[config.mk]
export PLATFORM = sky130hd
export DESIGN_NAME = display_mode_ctrl
export DESIGN_NICKNAME = d
export VERILOG_FILES = /design/src/rtl/display_mode_ctrl.sv
export SDC_FILE = /design/constraint.sdc
export NUM_CORES = 1
export LEC_CHECK = 0
export CELL_PAD_IN_SITES_DETAIL_PLACEMENT = 1
export CELL_PAD_IN_SITES_GLOBAL_PLACEMENT = 2
export CORE_MARGIN = 2
export CORE_UTILIZATION = 30
export CTS_BUF_LIST = sky130_fd_sc_hd__clkbuf_16
export CTS_CLUSTER_DIAMETER = 100
export CTS_CLUSTER_SIZE = 14
export DETAILED_ROUTE_END_ITERATION = 7
export HOLD_SLACK_MARGIN = 0.02
export PLACE_DENSITY = 0.83
export SYNTH_ARGS = -nofsm -noshare
export SYNTH_HDL_FRONTEND = slang
export SYNTH_SLANG_ARGS = --single-unit
[constraint.sdc]
create_clock -name clk -period 3.4 [get_ports clk]
set_input_delay 0.51 -clock clk [delete_from_list [all_inputs] [get_ports clk]]
set_output_delay 0.51 -clock clk [all_outputs]
set_load 0.01 [all_outputs]
[src/rtl/display_mode_ctrl.sv]
// Display channel selector with NORM/SET/ALARM mode FSM, blink and timeout.
// Optional AUTO_SCROLL_EN: timed channel auto-advance while in NORM.
module display_mode_ctrl #(
    parameter int DW           = 4,
    parameter int NCH          = 4,
    parameter int CW           = 2,
    parameter int TO_W         = 8,
    parameter int TIMEOUT      = 100,
    parameter int BLINK_DIV    = 50,
    parameter int SCROLL_TICKS = 200
) (
    input  logic              clk,
    input  logic              rst,
    input  logic              tick,
    input  logic              btn_next,
    input  logic              btn_mode,
    input  logic              alarm_hit,
    input  logic [NCH*DW-1:0] ch_data,
    input  logic [DW-1:0]     alarm_data,
    output logic [DW-1:0]     o,
    output logic [CW-1:0]     ch_sel,
    output logic [1:0]        mode,
    output logic              blank
);

    typedef enum logic [1:0] {
        NORM  = 2'b00,
        SET   = 2'b01,
        ALARM = 2'b10
    } mode_e;

    localparam logic [TO_W-1:0] TO_LAST = TO_W'(TIMEOUT - 1);
    localparam logic [TO_W-1:0] BL_LAST = TO_W'(BLINK_DIV - 1);

    if (NCH < 2 || (2 ** CW) < NCH || SCROLL_TICKS < 1) begin : g_bad_cfg
        $error("display_mode_ctrl: bad parameters");
    end

    mode_e            mode_q, mode_d;
    logic [CW-1:0]    ch_q, ch_d, ch_nxt;
    logic [TO_W-1:0]  to_q, to_d;
    logic [TO_W-1:0]  bl_q, bl_d;
    logic             ph_q, ph_d;
    logic             ack_q, ack_d;
    logic [DW-1:0]    o_q, o_d, chv;
    logic             blank_q, blank_d;
    logic             btn, enter;

`ifdef AUTO_SCROLL_EN
    localparam int SW = $clog2(SCROLL_TICKS + 1);
    localparam logic [SW-1:0] SC_LAST = SW'(SCROLL_TICKS - 1);
    logic [SW-1:0] sc_q, sc_d;
`endif

    always_comb begin
        chv = '0;
        for (int k = 0; k < NCH; k++) begin
            if (ch_q == CW'(k)) chv = ch_data[k*DW +: DW];
        end
    end

    assign ch_nxt = (ch_q == CW'(NCH - 1)) ? '0 : ch_q + CW'(1);
    assign btn    = btn_next | btn_mode;
    assign enter  = alarm_hit && !ack_q && (mode_q != ALARM);

    always_comb begin
        mode_d = mode_q;
        ch_d   = ch_q;
        to_d   = to_q;
        bl_d   = bl_q;
        ph_d   = ph_q;
        ack_d  = ack_q;
        if (tick) begin
            if (bl_q == BL_LAST) begin
                bl_d = '0;
                ph_d = !ph_q;
            end else begin
                bl_d = bl_q + TO_W'(1);
            end
        end
        unique case (mode_q)
            NORM: begin
                if (enter)         mode_d = ALARM;
                else if (btn_mode) mode_d = SET;
                else if (btn_next) ch_d   = ch_nxt;
            end
            SET: begin
                if (enter)         mode_d = ALARM;
                else if (btn_mode) mode_d = NORM;
                else if (btn_next) begin
                    ch_d = ch_nxt;
                    to_d = '0;
                end else if (tick) begin
                    if (to_q == TO_LAST) mode_d = NORM;
                    else                 to_d   = to_q + TO_W'(1);
                end
            end
            ALARM: begin
                if (btn) begin
                    mode_d = NORM;
                    ack_d  = 1'b1;
                end else if (!alarm_hit) begin
                    mode_d = NORM;
                end
            end
            default: mode_d = NORM;
        endcase
        if (mode_d != mode_q) to_d = '0;
        // Each entry into SET or ALARM restarts the blink visible
        if (mode_d != mode_q && mode_d != NORM) begin
            bl_d = '0;
            ph_d = 1'b1;
        end
        if (!alarm_hit) ack_d = 1'b0;
`ifdef AUTO_SCROLL_EN
        sc_d = sc_q;
        if (mode_q != NORM || mode_d != NORM || btn) begin
            sc_d = '0;
        end else if (tick) begin
            if (sc_q == SC_LAST) begin
                sc_d = '0;
                ch_d = ch_nxt;
            end else begin
                sc_d = sc_q + SW'(1);
            end
        end
`endif
    end

    always_comb begin
        o_d     = chv;
        blank_d = 1'b0;
        unique case (mode_q)
            NORM:  o_d = chv;
            SET: begin
                o_d     = ph_q ? chv : '0;
                blank_d = !ph_q;
            end
            ALARM: o_d = ph_q ? alarm_data : chv;
            default: o_d = chv;
        endcase
    end

    always_ff @(posedge clk or posedge rst) begin
        if (rst) begin
            mode_q  <= NORM;
            ch_q    <= '0;
            to_q    <= '0;
            bl_q    <= '0;
            ph_q    <= 1'b1;
            ack_q   <= 1'b0;
            o_q     <= '0;
            blank_q <= 1'b0;
`ifdef AUTO_SCROLL_EN
            sc_q    <= '0;
`endif
        end else begin
            mode_q  <= mode_d;
            ch_q    <= ch_d;
            to_q    <= to_d;
            bl_q    <= bl_d;
            ph_q    <= ph_d;
            ack_q   <= ack_d;
            o_q     <= o_d;
            blank_q <= blank_d;
`ifdef AUTO_SCROLL_EN
            sc_q    <= sc_d;
`endif
        end
    end

    assign o      = o_q;
    assign ch_sel = ch_q;
    assign mode   = mode_q;
    assign blank  = blank_q;

endmodule
==> summary.txt, run 1 <==
Run status
  • Outcome: finished, final reports clean

Yosys
  • Cells taking the most area after synthesis: dfrtp_1 (36%), ha_1 (7.6%), nand2_1 (4.3%)
  • Synth Register Bits: 27
  • Top cell type's share of synthesized area: 0.359
  • Synth Instances: 191
  • Synthesized cell area: 1810 µm²
  • Synth unique cells: 50
  • Syn Area/Cell: 9.50 µm²
  • Post-synth top area cell: dfrtp_1
  • Syn_nets: 228
  • Syn. warnings: 0
  • Post-synth top flop: dfrtp_1
  • Most frequent cell after synthesis: dfrtp_1
  • Sequential area share after synthesis: 0.373
  • Synth async-reset ratio: 1.00
  • EDFF count, synth: 0
  • Commonest cells post-synth: dfrtp_1 (26), nand2_1 (21), nor3_1 (13)

Cells and area
  • Filler cells: roughly 700
  • Layout cell share with drive strength beyond 1: 0.0796
  • Synth-to-layout area growth: 27.3%
  • Number of diodes: 0
  • Design area: between 2000 and 2500 µm²
  • NumNets Final: ~260
  • Cell Count, Final, Fillers Out: between 300 and 400

Setup path
  • R2R cell count: 7
  • Slowest stage delay, CP: 0.61 ns
  • Critical path endpoint category: flop
  • CP cell instances: inv_1, ha_1, or3b_4, a21oi_1, nand2_1, a221oi_2, or3_1
  • Slowest-stage cell, CP: a221oi_2
  • Worst path arrival time: 2.78 ns
  • CP Class: flop to flop
  • Critical path fanouts, max: 9
  • Worst endpoint required time: 3.60 ns
  • Startpoint Class: flop

Pwr
  • Seq pwr share: 0.303
  • Int Power: just over 0.9 mW
  • Clock share of power: 0.171
  • Max IR drop VDD: 276 µV
  • Lkg Pwr: 0.950 nW
  • Cell Pwr Density: between 600 and 700 nW/µm²
  • Sw power: 0.647 mW
  • Comb pwr share: 0.527
  • Sw Ratio: 0.416

Placed design
  • Inst Count DP: 297
  • Final HPWL DP: 3540 µm
  • GPL Wtd Cong: about 0.73
  • # port buffers: 34
  • Post-Place Cell Area: 2230 µm²

Clock tree
  • Skew-Pair Late Insertion Delay: 0.26 ns
  • CTS tree: done
  • Clock sinks: 27
  • Post-CTS Resized: 0
  • CTS HTree Levels: 1
  • Clock buffers created by TritonCTS: 3
  • Postcts setup bufs: 0
  • Clock Tree Buf Depth: 2
  • Clock Tree Root: clkbuf_16
  • Hold_buf cts: 0
  • Worst-path clk slew: 0.07 ns

Drt
  • Via-per-instance ratio: 5.14
  • Drt total wl: 4500 µm
  • Drc violations: 0
  • Wire length per cell: 14.9 µm
  • Via Count: 1548
  • First-pass DRT Iterations: 4
  • ANT nets after route: 0
  • 1st-iter DRT viols: 26

Global route
  • Largest net degree at the start of global routing: 28
  • Total congestion overflow: 0
  • First-pass GRT wire length: 7910 µm
  • Initial antenna violation count: 0
  • Vias in the first global route: approximately 1600
  • Total GRT Usage: 0.152

Die
  • Core area: 5890 µm²
  • Die area: 6690 µm²
  • Initial core utilization: 0.308
  • Die height: 81.8 µm
  • Die width: 81.8 µm
  • # rows: 28
  • I/O pin count: 35

STA
  • Clock Skew: 0.00736 ns
  • Final Cycle Share: 0.760
  • RSZ-0062 raised after global routing: no
  • Final Hold Vio Count: 0
  • Fin crit period: ~2.6 ns
  • Fmax: 387 MHz
  • Setup violators final: 0
  • TNS Setup: 0 ns
  • Fin. max-slew vios: 0
  • Relative slew slack: 0.293
  • Worst slew pin tran: roughly 1.1 ns

Worst hold path
  • Hold depth: 1
  • Worst Hold Class: flop to flop

Job
  • Total of max-cap violations: 0
-- metrics by stage --
stage	power (mW)	utilization	worst slack, ns	hold slack (ns)
floorplan	1.03	-	1.12	0.498
global placement	1.30	0.379	0.670	0.527
detailed placement	1.31	0.379	0.615	0.537
CTS	1.58	0.392	0.754	0.551
global route	1.70	0.392	0.530	0.579
finish	1.56	0.392	0.817	0.540
-- cells in the final DEF, fill, tap and decap left out, drive strengths merged, types with 4 or more instances in the layout --
master	netlist	final
nor2	8	8
inv	8	9
clkdlybuf4s50	0	34
a221oi	4	4
dfrtp	26	26
o21ai	5	5
xor2	6	6
ha	11	11
nand4	7	7
a211oi	10	10
a21oi	9	9
nor3	14	14
and3	5	5
nor2b	6	6
nand3	5	5
nand2	21	21
a22o	4	4
xnor2	4	4
-- worst paths after layout --
path,start,endpoint,slack (ns)
min in group asynchronous,rst,to_q[5]$_DFFE_PP0P_,0.82
worst max-delay path,mode[0]$_DFF_PP0_,ph_q$_DFFE_PP1P_,0.82
max in group asynchronous,rst,o[3]$_DFF_PP0_,1.95
worst min-delay path,ph_q$_DFFE_PP1P_,blank$_DFF_PP0_,0.54
worst min register to register,ph_q$_DFFE_PP1P_,blank$_DFF_PP0_,0.54
worst max register to register,mode[0]$_DFF_PP0_,ph_q$_DFFE_PP1P_,0.82
-- routing by layer --
layer / share of wire / wire length [µm] / vias up / global-route usage
met5: 0 / 0 / - / 0
met4: 0.0044 / 20 / 0 / 0.0200
met2: 0.51 / 2280 / 13 / 0.265
met1: 0.47 / 2130 / 755 / 0.203
met3: 0.014 / 65 / 2 / 0.0231
li1: - / - / 778 / -
-- worst max-delay path: cells and delay by family (launching register included) --
kind	cells	cell delay, ns
AO/OA/AOI/OAI	2	0.83
AND/OR/NAND/NOR	3	0.76
flip-flops	1	0.48
adder cells (fa/ha/maj)	1	0.30
buffers and inverters	1	0.15
-- cells by family after synthesis --
family | share of synthesized area
fa+ha+maj | 0.0759
simple gates | 0.265
mux | 0.0110
flops | 0.373
buf+inv | 0.0303
compound gates | 0.197
xor+xnor | 0.0483
-- power by group through the flow --
stage	Clock, mW	Sequential (mW)	Combinational (mW)
2_1_floorplan	0	0.480	0.553
3_3_place_gp	0	0.476	0.826
3_5_place_dp	0	0.480	0.834
4_1_cts	0.274	0.475	0.835
5_1_grt	0.285	0.488	0.932
6_report	0.266	0.471	0.820
-- flip-flops by register name, indices dropped and copies added, names as in the netlist --
name / count
bl_q: 8
to_q: 8
o: 4
ch_sel: 2
mode: 2
ack_q: 1
blank: 1
ph_q: 1
-- final cells by class --
class / instances / area (µm²) / share of cell area
Sequential cell: 27 / 677 / 0.293
Timing Repair Buffer: 35 / 348 / 0.151
Clock buffer: 3 / 75.1 / 0.0325
Tap cell: 75 / 93.8 / 0.0406
Clock inverter: 1 / 3.75 / 0.00163
Inverter: 8 / 30.0 / 0.0130
Multi-Input combinational cell: 152 / 1080 / 0.469
Power figures use the tool's default switching activity.
==> inputs of run 2 (changes only) <==
--- a/config.mk
+++ b/config.mk
@@ -8,7 +8,7 @@
 export CELL_PAD_IN_SITES_DETAIL_PLACEMENT = 1
 export CELL_PAD_IN_SITES_GLOBAL_PLACEMENT = 2
 export CORE_MARGIN = 2
-export CORE_UTILIZATION = 30
+export CORE_UTILIZATION = 29
 export CTS_BUF_LIST = sky130_fd_sc_hd__clkbuf_16
 export CTS_CLUSTER_DIAMETER = 100
 export CTS_CLUSTER_SIZE = 14
==> constraint.sdc (replaced) <==
create_clock -name clk -period 2.15 [get_ports clk]
set_input_delay 0.3225 -clock clk [delete_from_list [all_inputs] [get_ports clk]]
set_output_delay 0.3225 -clock clk [all_outputs]
set_load 0.01 [all_outputs]
==> run 2 against run 1 <==
Net effect:
- clock skew about the same
- die area increased by 3.3%
- largest power group unchanged
- wire length increased by 10%
- clock power increased by 59%
- sequential power increased by 47%
- register-to-register slack got worse by 0.76 ns
- global-route usage decreased by 0.24 points
- final area increased by 13%
- core utilization increased by 4.2 points
- via count increased by 5.9%
- worst setup slack got worse by 0.76 ns
- critical path type unchanged
==> summary.txt, run 2 (same netlist as run 1, synthesis figures left out) <==
Setup path
  • CP Class: flop to flop
  • Critical path fanouts, max: 8
  • Startpoint Class: flop
  • Worst path arrival time: between 2 and 2.5 ns
  • R2R cell count: 9
  • Critical path endpoint category: flop
  • Worst endpoint required time: 2.29 ns

Cells and area
  • Final core utilization: 0.434
  • Filler cells: between 600 and 700
  • Cell Count, Final, Fillers Out: 326
  • Layout cell share with drive strength beyond 1: 0.219
  • Commonest non-fill, non-tap cell in the layout: clkdlybuf4s50_1
  • Commonest cells after routing, fill and taps aside: clkdlybuf4s50_1 (34), dfrtp_1 (25), buf_4 (24)
  • Design area: 2600 µm²
  • NumNets Final: 289
  • Number of diodes: 0
  • Synth-to-layout area growth: 43.3%

STA
  • Relative slew slack: 0.763
  • Final worst slack: 0.0618 ns
  • Worst slew pin tran: 0.356 ns
  • Fin crit period: 2.09 ns
  • Fin. max-slew vios: 0
  • Final Cycle Share: 0.971
  • Setup violators final: 0
  • Fmax: 479 MHz
  • RSZ-0062 raised after global routing: yes
  • Clock Skew: around 0.0078 ns
  • Final Hold Vio Count: 0

Placed design
  • # port buffers: 34
  • Inst Count DP: 322
  • DP Worst Slack: -0.260 ns
  • Post-Place Cell Area: 2440 µm²
  • Final HPWL DP: 3980 µm
  • GPL Wtd Cong: 0.803

Worst hold path
  • Worst Hold Class: input pin to async pin

Global route
  • Initial antenna violation count: 0
  • Total congestion overflow: 0
  • First-pass GRT wire length: 8490 µm
  • Total GRT Usage: 0.149
  • Vias in the first global route: approximately 1800
  • Largest net degree at the start of global routing: 28

Drt
  • First-pass DRT Iterations: 4
  • ANT nets after route: 0
  • Drc violations: 0
  • Wire length per cell: 15.2 µm
  • Via Count: around 1600
  • Via-per-instance ratio: about 5.0
  • Drt total wl: 4950 µm
  • 1st-iter DRT viols: 40

Die
  • # rows: 28
  • Die area: 6900 µm²
  • Die height: 83.1 µm
  • Die width: 83.1 µm
  • I/O pin count: 35
  • Initial core utilization: 0.303
  • Core area: 5990 µm²

Run status
  • Outcome: finished, final reports clean

Pwr
  • Clock share of power: 0.145
  • Max IR drop VDD: 666 µV
  • Comb pwr share: 0.617
  • Sw Ratio: 0.404
  • Lkg Pwr: around 1.1 nW
  • Sw power: between 1 and 1.5 mW
  • Seq pwr share: 0.237
  • Int Power: 1.74 mW
  • Cell Pwr Density: approximately 1100 nW/µm²

Clock tree
  • Clock buffers created by TritonCTS: 3
  • Skew-Pair Late Insertion Delay: 0.26 ns
  • CTS tree: done
  • Clock Tree Buf Depth: 2
  • Hold_buf cts: 0
  • CTS HTree Levels: 1
  • Worst-path clk slew: approximately 0.070 ns
  • Clock sinks: 27
  • Postcts setup bufs: 0
  • Clock Tree Root: clkbuf_16

Job
  • Total of max-cap violations: 0
==> run 2: final cells by class <==
class                      count  area [µm²]  area share
multi-input combinational    152        1170       0.449
sequential                    27         678       0.261
timing repair buffer          60         552       0.212
tap                           75        93.8      0.0361
clock buffer                   3        75.1      0.0289
inverter                       8        30.0      0.0115
clock inverter                 1        3.75     0.00144
==> run 2: worst paths after layout <==
path	from	end	slack, ns
worst max register to register	mode[0]$_DFF_PP0_	bl_q[5]$_DFFE_PP0P_	0.06
worst max-delay path	mode[0]$_DFF_PP0_	bl_q[5]$_DFFE_PP0P_	0.06
worst min register to register	ack_q$_DFFE_PP0P_	ack_q$_DFFE_PP0P_	0.57
min in group clk	ack_q$_DFFE_PP0P_	ack_q$_DFFE_PP0P_	0.57
worst min-delay path	rst	to_q[4]$_DFFE_PP0P_	0.42
max in group asynchronous	rst	ph_q$_DFFE_PP1P_	1.42
==> run 2: repair_timing <==
action,4_1_cts,5_1_grt
endpoints found under the setup margin,15,17
endpoints found under the hold margin,0,0
pin swaps,0,2
resized for setup,3,12
cloned,0,0
==> run 2: per-stage QoR <==
stage	hold WS (ns)	total power, mW	TNS, ns
after global placement	0.522	2.34	-2.85
final	0.423	2.91	0
after CTS	0.441	2.82	0
after detailed placement	0.536	2.37	-3.17
after global routing	0.478	3.13	-0.408
after floorplan	0.374	1.66	0
==> run 2: worst max-delay path, stage by stage, from the launching register on <==
cell and delay [ns]:
dfrtp_2 0.36, inv_1 0.05, buf_4 0.15, ha_1 0.23, nor2b_1 0.16, nand4_2 0.14
a211o_4 0.38, a211oi_4 0.27, buf_6 0.16, a211oi_1 0.06
==> run 2: power groups by stage <==
stage | clock network [mW] | registers (mW) | logic [mW]
after floorplan | 0 | 0.764 | 0.900
after global placement | 0 | 0.694 | 1.64
after detailed placement | 0 | 0.702 | 1.67
after CTS | 0.425 | 0.692 | 1.70
after global routing | 0.445 | 0.708 | 1.98
final | 0.422 | 0.692 | 1.80
==> run 2: metal layers <==
metal  wire [µm]  part of all wire  track usage
met3         119             0.024       0.0318
met5           0                 0            0
met2        2440              0.49        0.252
met1        2310              0.47        0.191
met4          85             0.017       0.0447
==> inputs of run 3 (changes only) <==
--- a/config.mk
+++ b/config.mk
@@ -5,15 +5,17 @@
 export SDC_FILE = /design/constraint.sdc
 export NUM_CORES = 1
 export LEC_CHECK = 0
+export ABC_CLOCK_PERIOD_IN_PS = 2150
 export CELL_PAD_IN_SITES_DETAIL_PLACEMENT = 1
 export CELL_PAD_IN_SITES_GLOBAL_PLACEMENT = 2
-export CORE_MARGIN = 2
+export CORE_MARGIN = 3
 export CORE_UTILIZATION = 29
 export CTS_BUF_LIST = sky130_fd_sc_hd__clkbuf_16
 export CTS_CLUSTER_DIAMETER = 100
 export CTS_CLUSTER_SIZE = 14
 export DETAILED_ROUTE_END_ITERATION = 7
 export HOLD_SLACK_MARGIN = 0.02
+export MAX_ROUTING_LAYER = met4
 export PLACE_DENSITY = 0.83
 export SYNTH_ARGS = -nofsm -noshare
 export SYNTH_HDL_FRONTEND = slang
==> run 3 against run 2 <==
Net effect:
- hold slack better by 0.0055 ns
- critical endpoint is now bl_q[0]$_DFFE_PP0P_
- highest routed layer unchanged
- clock power about the same
- clock skew down 0.0048 ns
- total power up 2.2%
- register-to-register slack improved by 0.02 ns
- non-clock buffer count increased by 3
- final area is 1.2% higher
- critical path type unchanged
- sequential share of layout area decreased by 0.25 points
- via count increased by 1.6%
- core utilization grew 0.50 points
- first-iteration DRC count is 20% lower
==> summary.txt, run 3 (same netlist as run 1, synthesis figures left out) <==
Run status
  • Outcome: finished, final reports clean

Placed design
  • # port buffers: 34
  • Final HPWL DP: 4050 µm
  • GPL Wtd Cong: 0.849

Cells and area
  • Layout cell share with drive strength beyond 1: 0.236
  • Number of diodes: 0
  • NumNets Final: approximately 290
  • Commonest cells after routing, fill and taps aside: clkdlybuf4s50_1 (34), buf_4 (27), dfrtp_1 (24)
  • Final core utilization: 0.439
  • Synth-to-layout area growth: 45.0%
  • Commonest non-fill, non-tap cell in the layout: clkdlybuf4s50_1

Job
  • Total of max-cap violations: 0

Global route
  • First-pass GRT wire length: ~8800 µm
  • Largest net degree at the start of global routing: 28
  • Total GRT Usage: 0.152
  • Initial antenna violation count: 0
  • Vias in the first global route: 1765
  • Total congestion overflow: 0

STA
  • Final Cycle Share: 0.962
  • Relative slew slack: 0.753
  • Fin crit period: 2.07 ns
  • Fmax: 483 MHz
  • Final Hold Vio Count: 0
  • Clock Skew: 0.00301 ns
  • Setup violators final: 0
  • Fin. max-slew vios: 0
  • TNS Setup: 0 ns
  • Worst slew pin tran: between 0.3 and 0.4 ns

Setup path
  • Slowest stage delay, CP: 0.45 ns
  • Critical path endpoint category: flop
  • CP Class: flop to flop
  • Worst endpoint required time: 2.30 ns
  • CP cell instances: ha_4, or3b_4, nand4_2, buf_4, nand2_1, a221oi_4, buf_6, nor3_1
  • WP buf/inv: 2
  • Largest delay share family, worst path: simple AND/OR/NAND/NOR gates
  • Worst path arrival time: ~2.2 ns
  • Critical path fanouts, max: 9
  • Slowest-stage cell, CP: dfrtp_2
  • Startpoint Class: flop

Drt
  • First-pass DRT Iterations: 4
  • Wire length per cell: 15.9 µm
  • Via-per-instance ratio: 5.06
  • ANT nets after route: 0
  • Via Count: about 1700
  • 1st-iter DRT viols: 32
  • Drt total wl: 5240 µm
  • Drc violations: 0

Die
  • # rows: 28
  • Initial core utilization: 0.303
  • Die height: about 85 µm
  • Core area: 5990 µm²
  • Die area: slightly above 7000 µm²
  • Die width: 85.1 µm
  • I/O pin count: 35

Clock tree
  • Worst-path clk slew: 0.07 ns
  • CTS tree: done
  • Skew-Pair Late Insertion Delay: 0.26 ns
  • Clock buffers created by TritonCTS: 3
  • CTS HTree Levels: 1
  • Clock sinks: 27
  • Clock Tree Buf Depth: 2
  • Clock Tree Root: clkbuf_16

Pwr
  • Int Power: 1.77 mW
  • Seq pwr share: 0.238
  • Clock share of power: 0.143
  • Comb pwr share: 0.619
  • Cell Pwr Density: 1130 nW/µm²
  • Sw Ratio: 0.405
  • Lkg Pwr: 1.10 nW
  • Max IR drop VDD: 501 µV
  • Sw power: 1.21 mW

Worst hold path
  • Worst Hold Class: input pin to async pin
## run 3: cell types whose count changed in the layout (fill, tap and decap cells not counted), moves of 2 or more
cell	delta
buf_4	+3
ha_1	-2
a211oi_1	+2
ha_4	+3
a211oi_2	-2
## run 3: metal layers
| layer | vias to the layer above | track usage | part of all wire | wire length, µm |
|---|---|---|---|---|
| met1 | 819 | 0.195 | 0.45 | 2370 |
| met4 | 0 | 0.0460 | 0.011 | 58 |
| met5 | - | - | 0 | 0 |
| li1 | 829 | - | - | - |
| met3 | 4 | 0.0126 | 0.012 | 64 |
| met2 | 14 | 0.255 | 0.52 | 2750 |
## run 3: path summary, 6_finish.rpt
kind                                    from                  end  slack, ns  cells past startpoint
setup / recovery           mode[1]$_DFF_PP0_  bl_q[0]$_DFFE_PP0P_       0.08                      8
hold / removal                           rst  bl_q[4]$_DFFE_PP0P_       0.43                      3
setup reg to reg           mode[1]$_DFF_PP0_  bl_q[0]$_DFFE_PP0P_       0.08                      8
hold reg to reg             ph_q$_DFFE_PP1P_      blank$_DFF_PP0_       0.54                      1
max in group asynchronous                rst     ph_q$_DFFE_PP1P_       1.41                      3
min in group clk            ph_q$_DFFE_PP1P_      blank$_DFF_PP0_       0.54                      1
## run 3: worst reg2reg max path: cells and delay by family (launching register included)
kind / cells / cell delay, ns
compound gates: 1 / 0.30
fa+ha+maj: 1 / 0.20
buf+inv: 2 / 0.29
flops: 1 / 0.45
simple gates: 4 / 0.72
## run 3: final cells by class
class,instances,area (µm²)
fillers,687,3360
multi-input cells,152,1180
flip-flops and latches,27,679
repair buffers,63,566
well taps,75,93.8
clock buffers,3,75.1
inverters,8,30.0
clock inverters,1,3.75
## run 3: timing repair
| item | CTS | global route |
|---|---|---|
| buffers inserted | 0 | 2 |
| setup endpoints to repair | 16 | 17 |
| resized for setup | 3 | 18 |
| pin swaps | 1 | 4 |
| cloned | 0 | 0 |
| hold buffers | 0 | 0 |
## run 3: power groups by stage
stage / Sequential [mW] / Combinational, mW / Clock [mW]
6_report: 0.708 / 1.84 / 0.425
5_1_grt: 0.734 / 2.02 / 0.460
4_1_cts: 0.699 / 1.68 / 0.441
3_5_place_dp: 0.707 / 1.65 / 0
3_3_place_gp: 0.700 / 1.60 / 0
2_1_floorplan: 0.764 / 0.900 / 0
## run 3: stage by stage
stage / setup slack, ns / power [mW] / hold slack [ns] / area, µm² / instances
6_report: 0.0810 / 2.98 / 0.428 / 2630 / 329
5_1_grt: -0.0112 / 3.22 / 0.495 / 2630 / 329
2_1_floorplan: 0.0134 / 1.66 / 0.374 / 1830 / 191
4_1_cts: 0.0109 / 2.82 / 0.444 / 2530 / 327
3_5_place_dp: -0.285 / 2.36 / 0.526 / 2440 / 323
3_3_place_gp: -0.183 / 2.30 / 0.530 / 2440 / 323
